**src/rtl/regfile_dump_pkg.sv**
```systemverilog
// Shared definitions for the register-file dump engine and the core top level.
package regfile_dump_pkg;

    localparam int unsigned DEF_DATA_WIDTH = 32;
    localparam int unsigned DEF_ADDR_WIDTH = 5;
    localparam int unsigned DEF_REG_DEPTH  = 32;

    typedef enum logic [1:0] {
        IDLE  = 2'd0,
        RUN   = 2'd1,
        DRAIN = 2'd2
    } state_e;

endpackage

```
**src/rtl/regfile_dump_if.sv**
```systemverilog
// Valid/ready stream carrying one dumped register per beat.
interface regfile_dump_if
    import regfile_dump_pkg::*;
#(
    parameter int unsigned DATA_WIDTH = DEF_DATA_WIDTH,
    parameter int unsigned ADDR_WIDTH = DEF_ADDR_WIDTH
);

    logic                  dump_valid;
    logic                  dump_ready;
    logic [DATA_WIDTH-1:0] dump_data;
    logic [ADDR_WIDTH-1:0] dump_idx;
    logic                  dump_last;

    modport master (
        output dump_valid,
        output dump_data,
        output dump_idx,
        output dump_last,
        input  dump_ready
    );

    modport slave (
        input  dump_valid,
        input  dump_data,
        input  dump_idx,
        input  dump_last,
        output dump_ready
    );

endinterface

```
**src/rtl/regfile_dump.sv**
```systemverilog
// Debug read-out engine: walks a register index range on a spare read port
// and streams each value out through a single registered output slot.
module regfile_dump
    import regfile_dump_pkg::*;
#(
    parameter int unsigned DATA_WIDTH = DEF_DATA_WIDTH,
    parameter int unsigned ADDR_WIDTH = DEF_ADDR_WIDTH,
    parameter int unsigned REG_DEPTH  = DEF_REG_DEPTH
) (
    input  logic                  clk,
    input  logic                  rst_n,
    input  logic                  start,
    input  logic [ADDR_WIDTH-1:0] first_idx,
    input  logic [ADDR_WIDTH-1:0] last_idx,
    output logic [ADDR_WIDTH-1:0] rf_addr,
    input  logic [DATA_WIDTH-1:0] rf_data,
    regfile_dump_if.master        dump,
    output logic                  busy,
    output logic                  done
);

    // The index range must be addressable, otherwise the walk could wrap.
    if (REG_DEPTH > (64'd1 << ADDR_WIDTH)) begin : g_depth_check
        $error("regfile_dump: REG_DEPTH does not fit in ADDR_WIDTH");
    end

    state_e                state;
    logic [ADDR_WIDTH-1:0] end_idx;
    logic                  valid_q;
    logic [DATA_WIDTH-1:0] data_q;
    logic [ADDR_WIDTH-1:0] idx_q;
    logic                  last_q;

    logic slot_free_c;
    logic at_end_c;

    assign slot_free_c = !valid_q || dump.dump_ready;
    assign at_end_c    = (rf_addr == end_idx);

    // FSM and output slot; every output is a flop.
    always_ff @(posedge clk or negedge rst_n) begin
        if (!rst_n) begin
            state   <= IDLE;
            rf_addr <= '0;
            end_idx <= '0;
            valid_q <= 1'b0;
            data_q  <= '0;
            idx_q   <= '0;
            last_q  <= 1'b0;
            busy    <= 1'b0;
            done    <= 1'b0;
        end else begin
            done <= 1'b0;
            case (state)
                IDLE: begin
                    if (start) begin
                        rf_addr <= first_idx;
                        // An inverted range collapses to the single first register.
                        end_idx <= (last_idx < first_idx) ? first_idx : last_idx;
                        busy    <= 1'b1;
                        state   <= RUN;
                    end
                end
                RUN: begin
                    if (slot_free_c) begin
                        data_q  <= rf_data;
                        idx_q   <= rf_addr;
                        valid_q <= 1'b1;
                        last_q  <= at_end_c;
                        if (at_end_c) begin
                            state <= DRAIN;
                        end else begin
                            rf_addr <= rf_addr + ADDR_WIDTH'(1);
                        end
                    end
                end
                DRAIN: begin
                    if (valid_q && dump.dump_ready) begin
                        valid_q <= 1'b0;
                        last_q  <= 1'b0;
                        done    <= 1'b1;
                        busy    <= 1'b0;
                        state   <= IDLE;
                    end
                end
                default: begin
                    state   <= IDLE;
                    valid_q <= 1'b0;
                    last_q  <= 1'b0;
                    busy    <= 1'b0;
                end
            endcase
        end
    end

    assign dump.dump_valid = valid_q;
    assign dump.dump_data  = data_q;
    assign dump.dump_idx   = idx_q;
    assign dump.dump_last  = last_q;

endmodule

```
**src/flat_wrapper.sv**
```systemverilog
// flat-port wrapper written by rule: the top's interface ports become plain ports
module regfile_dump_flat import regfile_dump_pkg::*;
#(
    parameter int unsigned DATA_WIDTH = DEF_DATA_WIDTH,
    parameter int unsigned ADDR_WIDTH = DEF_ADDR_WIDTH,
    parameter int unsigned REG_DEPTH  = DEF_REG_DEPTH
)
  (clk, rst_n, start, first_idx, last_idx, rf_addr, rf_data, busy, done, dump_dump_valid, dump_dump_data, dump_dump_idx, dump_dump_last, dump_dump_ready);
  regfile_dump_if #(.DATA_WIDTH(DATA_WIDTH), .ADDR_WIDTH(ADDR_WIDTH)) dump_i ();
  input  logic clk;
  input  logic rst_n;
  input  logic start;
  input  logic [ADDR_WIDTH-1:0] first_idx;
  input  logic [ADDR_WIDTH-1:0] last_idx;
  output logic [ADDR_WIDTH-1:0] rf_addr;
  input  logic [DATA_WIDTH-1:0] rf_data;
  output logic busy;
  output logic done;
  output wire logic [$bits(dump_i.dump_valid)-1:0] dump_dump_valid;
  output wire logic [$bits(dump_i.dump_data)-1:0] dump_dump_data;
  output wire logic [$bits(dump_i.dump_idx)-1:0] dump_dump_idx;
  output wire logic [$bits(dump_i.dump_last)-1:0] dump_dump_last;
  input wire logic [$bits(dump_i.dump_ready)-1:0] dump_dump_ready;
  assign dump_dump_valid = dump_i.dump_valid;
  assign dump_dump_data = dump_i.dump_data;
  assign dump_dump_idx = dump_i.dump_idx;
  assign dump_dump_last = dump_i.dump_last;
  assign dump_i.dump_ready = dump_dump_ready;
  regfile_dump #(.DATA_WIDTH(DATA_WIDTH), .ADDR_WIDTH(ADDR_WIDTH), .REG_DEPTH(REG_DEPTH)) u_core (.clk(clk), .rst_n(rst_n), .start(start), .first_idx(first_idx), .last_idx(last_idx), .rf_addr(rf_addr), .rf_data(rf_data), .dump(dump_i), .busy(busy), .done(done));
endmodule
```
**config.mk**
```make
export PLATFORM = sky130hd
export DESIGN_NAME = regfile_dump_flat
export DESIGN_NICKNAME = d
export VERILOG_FILES = /design/src/rtl/regfile_dump_pkg.sv /design/src/rtl/regfile_dump_if.sv /design/src/rtl/regfile_dump.sv /design/src/flat_wrapper.sv
export SDC_FILE = /design/constraint.sdc
export NUM_CORES = 1
export LEC_CHECK = 0
export CAP_MARGIN = 20
export CORE_ASPECT_RATIO = 0.7
export CORE_UTILIZATION = 44
export DETAILED_ROUTE_END_ITERATION = 16
export GPL_TIMING_DRIVEN = 0
export HOLD_SLACK_MARGIN = 0.03
export PLACE_DENSITY = 0.76
export SLEW_MARGIN = 20
export SYNTH_ARGS = -nofsm -noshare
export SYNTH_HDL_FRONTEND = slang
export SYNTH_SLANG_ARGS = --single-unit
```
**constraint.sdc**
```tcl
create_clock -name clk -period 1.9 [get_ports clk]
set_input_delay 0.38 -clock clk [delete_from_list [all_inputs] [get_ports clk]]
set_output_delay 0.38 -clock clk [all_outputs]
set_load 0.005 [all_outputs]
```
# Word-level counts from Yosys, hierarchy flattened
# Cells that the tools add are included.
[word_totals]
out_inout_bits = 46
register_bits = 53
[op_classes]
reduce_logical = 11
muxes = 19
add_sub_neg = 1
eq_ne = 8
magnitude_cmp = 1
n_bitwise = 2
[op_table]
columns = ["op", "n"]
rows = [
  ["5-bit 2-to-1 mux", 4],
  ["5-bit case mux with 2 select lines", 1],
  ["1-bit case mux with 3 select lines", 3],
  ["2-bit 2-to-1 mux", 4],
  ["4-bit AND reduction", 2],
  ["1-bit 2-to-1 mux", 6],
  ["2-bit by 1-bit != test with 1-bit output (second input constant)", 3],
  ["2-bit case mux with 3 select lines", 1],
  ["3-bit AND reduction", 2],
  ["5-bit by 1-bit adder with 5-bit output (second input constant)", 1],
  ["5-bit == test", 1],
  ["5-bit less-than comparator", 1],
  ["2-bit != test (second input constant)", 2],
  ["2-bit AND reduction", 2],
  ["2-bit by 1-bit == test with 1-bit output (second input constant)", 1],
  ["2-bit == test (second input constant)", 1],
  ["2-bit zero test", 1],
  ["1-bit NOT", 2],
  ["2-bit nonzero test", 1],
  ["1-bit logical AND", 1],
  ["1-bit zero test", 1],
  ["1-bit logical OR", 1],
]

# Logic depth before layout (Yosys ltp)
[logic_depth]
word_depth = 4
mapped_depth = 7

# Least setup slack after synthesis
# Ideal clock, no wire load.
[synth_path]
kind = "input to register"
start = "in first_idx[2]"
end = "reg u_core.end_idx[0]"
setup_ns = 0.137
required_ns = 1.763
path_slack_ns = 0.374
cell_stages = 7
path_buffers = 0
t_arrival_ns = 1.389
path_cell_list = "inv_1 ha_1 a21o_1 a31oi_1 o21ai_2 mux2i_1 a21oi_1"
[synth_between]
elab_chain_cells = 2
[synth_rtl]
columns = ["element", "line_no", "source"]
rows = [
  ["start: declaration", "flat_wrapper.sv:13", "input logic [ADDR_WIDTH-1:0] first_idx;"],
  ["5-bit less-than comparator", "regfile_dump.sv:59", "end_idx <= (last_idx < first_idx) ? first_idx : last_idx;"],
  ["5-bit 2-to-1 mux", "regfile_dump.sv:59", ""],
  ["end signal: assignment", "regfile_dump.sv:59", ""],
  ["end: declaration", "regfile_dump.sv:28", "logic [ADDR_WIDTH-1:0] end_idx;"],
]
# Every way passes these cells.
# A chain may end at the register's enable or synchronous reset.

# Final worst setup path
[layout_path]
start = "in first_idx[1]"
end = "reg u_core.end_idx[2]"
# The elaborated chain is that of the path after synthesis.

==> impl_metrics.yaml <==
timing:
  slew_viol_final: 0
  rsz0062_at_grt: "false"
  tightest_slew_ps: 647
  slew_headroom: 0.569
  setup_viol: 0
  max_freq_mhz: 560
  layout_setup_ws_ps: 113
  period_needed_ps: 1790
  min_period_over_period: 0.941
  whs_ps: 107
  skew_ps: 4.37
  finalHoldViolations: 0
route:
  viasPerCell: 4.85
  drc: 0
  met3_length_um: 340
  met1Wirelength_um: 2660
  wirelength_um: 5170
  drt-pass1-iter-count: 4
  highest_layer: "met4"
  vias: 1716
  wire_per_inst_um: 14.6
  wl_met2_um: 2140
  drt-initial-drc-count: 47
  ant_nets: 0
layout:
  final_layout_size_suffix_gt1_frac: 0.202
  fin_nets: 332
  area_growth_pct: 43.6
  diodes: 0
  final_util: 0.671
  fin_area_mm2: 0.00358
flow_run:
  maxCapViolations: 0
pwr:
  swShare: 0.306
  powerDensity_mw_per_mm2: 1400
  p_int_mw: 3.49
  p_leak_nw: 1.59
  clock_power_share: 0.121
  irDropWorstVdd_v: 0.000642
  p_sw_mw: 1.54
  seq_power_share: 0.393
  combPwrFrac: 0.486
synthesis:
  syn_area_mm2: 0.00249
  syn_nets: 233
  synthCells: 182
  synth.distinct_cells: 32
  ys_seq_area_frac: 0.532
  yosys_warnings: 0
  synth_seq_cells: 53
  synth_area_per_cell_um2: 13.7
floorplanning:
  die-area_mm2: 0.00598
  initial_core_util: 0.467
  chipWidth_um: 92
  core_mm2: 0.00534
  io_pins: 92
  fp-row-count: 22
  die_h_um: 65
global_route:
  grt_start_max_net_pins: 54
  grt_pass1_vias: 1666
  grt_util_all_layers: 0.187
  antenna_found_initial: 0
  overflow: 0
  grt_pass1_wl_um: 8450
worst_setup_path:
  start_kind: "input port"
  reg2reg_depth: 6
  cp.arrival_ps: 1950
  cp_max_fo: 5
  critPathKind: "in -> reg"
  end_kind: "register"
  required_ps: 2070
placement:
  gp_congestion: 0.737
  dpl.hpwl_um: 3820
  port_buffers: 91
  dpl_cell_area_mm2: 0.00349
  pre_cts_slack_ps: -344
min_path:
  min_path_type: "in -> async"
clocking:
  clockBufferDepth: 2
  cts_tree: "done"
  h-tree-depth: 2
  cts-buffers-inserted: 5
  hold_buffers: 0
  insertion_delay_ps: 290
  path_clk_slew_ps: 90
  cts_root_buf: "clkbuf_8"
  cts_sinks: 53
run_status:
  status: "finished clean"
-- stage by stage --
| stage | TNS [ps] | std cells | power (mW) |
|---|---|---|---|
| finish | 0 | 354 | 5.03 |
| CTS | 0 | 354 | 5.08 |
| global placement | -65380 | 345 | 4.37 |
| floorplan | 0 | 182 | 3.23 |
| detailed placement | -4720 | 345 | 4.45 |
| global route | 0 | 354 | 5.39 |
-- synthesized netlist by cell type --
cell	count	area, um2
nand4_1	1	6.26
dfrtp_1	53	1330
nor3b_2	1	12.5
clkbuf_1	2	7.51
nand2b_1	3	18.8
and2_4	1	8.76
nor2b_4	1	13.8
nor3_2	1	10.0
a32oi_1	1	8.76
a21o_1	1	7.51
ha_1	5	62.6
inv_1	6	22.5
mux2i_1	5	50.1
nand2_1	10	37.5
mux2_4	30	450
xor2_1	2	17.5
nor3_1	2	10.0
mux2_2	7	78.8
nand3_1	3	15.0
nor2_1	8	30.0
o21ai_0	5	25.0
a21oi_1	18	90.1
buf_6	2	22.5
xnor2_1	3	26.3
inv_2	1	3.75
a31oi_1	1	6.26
a41oi_4	1	27.5
o211a_1	1	10.0
buf_12	3	60.1
o21ai_2	1	8.76
o22ai_1	2	12.5
o21a_1	1	7.51
-- registers in the layout, indices dropped and copies added (netlist names) --
signal	cells
u_core.rf_addr	5
u_core.done	1
u_core.dump.dump_last	1
u_core.end_idx	5
u_core.dump.dump_valid	1
u_core.dump.dump_data	32
u_core.busy	1
u_core.state	2
u_core.dump.dump_idx	5
-- timing repair --
action | CTS | global route
setup buffers | 1 | 0
setup endpoints to repair | 4 | 0
resized for setup | 1 | 0
-- kinds of logic after synthesis --
logic type / Yosys count / share of synthesized area
mux: 42 / 0.232
simple gates: 31 / 0.0652
xor+xnor: 5 / 0.0176
buf+inv: 14 / 0.0466
flops: 53 / 0.532
compound gates: 32 / 0.0818
fa+ha+maj: 5 / 0.0251
-- worst max-delay path, stage by stage --
cell	delay [ps]
clkdlybuf4s50_1	480
inv_1	80
ha_1	190
a21o_1	170
a31oi_1	160
o21ai_2	60
buf_4	160
mux2i_1	170
a21oi_1	90
-- worst paths after layout --
path                                                            start  slack, ps                                     to
worst min register to register  u_core.dump.dump_data[31]$_DFFE_PN0P_        510  u_core.dump.dump_data[31]$_DFFE_PN0P_
worst max-delay path                                     first_idx[1]        110          u_core.end_idx[2]$_DFFE_PN0P_
worst min-delay path                                            rst_n        110  u_core.dump.dump_data[29]$_DFFE_PN0P_
worst max register to register            u_core.state[0]$_DFFE_PN0P_        320   u_core.dump.dump_data[3]$_DFFE_PN0P_
min in group clk                u_core.dump.dump_data[31]$_DFFE_PN0P_        510  u_core.dump.dump_data[31]$_DFFE_PN0P_
max in group asynchronous                                       rst_n       1370            u_core.state[1]$_DFFE_PN0P_
-- final cells by class --
type                    instances  area [um2]
clock buffers                   7        76.3
fillers                       418        1760
inverters                       7        26.3
plain buffers                   7        90.1
multi-input cells             115        1050
well taps                      72        90.1
clock inverters                 1        7.51
flip-flops and latches         53        1330
repair buffers                 92         915
-- per-layer routing --
layer | vias to the layer above | global-route usage
met5 | - | 0
met3 | 2 | 0.0528
met1 | 815 | 0.274
met2 | 64 | 0.271
li1 | 835 | -
met4 | 0 | 0.0488
-- power by group through the flow --
stage / Sequential, mW / Clock (mW) / Combinational [mW]
floorplan: 1.98 / 0 / 1.25
global placement: 1.97 / 0 / 2.40
detailed placement: 2.00 / 0 / 2.46
CTS: 1.98 / 0.630 / 2.47
global route: 2.05 / 0.696 / 2.64
finish: 1.97 / 0.610 / 2.44
-- layout by cell type (no fill, tap or decap), drive strengths merged, types with 2 or more instances in the layout --
| cell type | n |
|---|---|
| a21oi | 18 |
| buf | 7 |
| clkbuf | 9 |
| clkdlybuf4s50 | 89 |
| dfrtp | 53 |
| ha | 5 |
| inv | 7 |
| mux2 | 37 |
| mux2i | 5 |
| nand2 | 10 |
| nand2b | 3 |
| nand3 | 3 |
| nor2 | 8 |
| nor3 | 3 |
| o21ai | 6 |
| o22ai | 2 |
| xnor2 | 3 |
| xor2 | 2 |
Power figures use the tool's default switching activity.
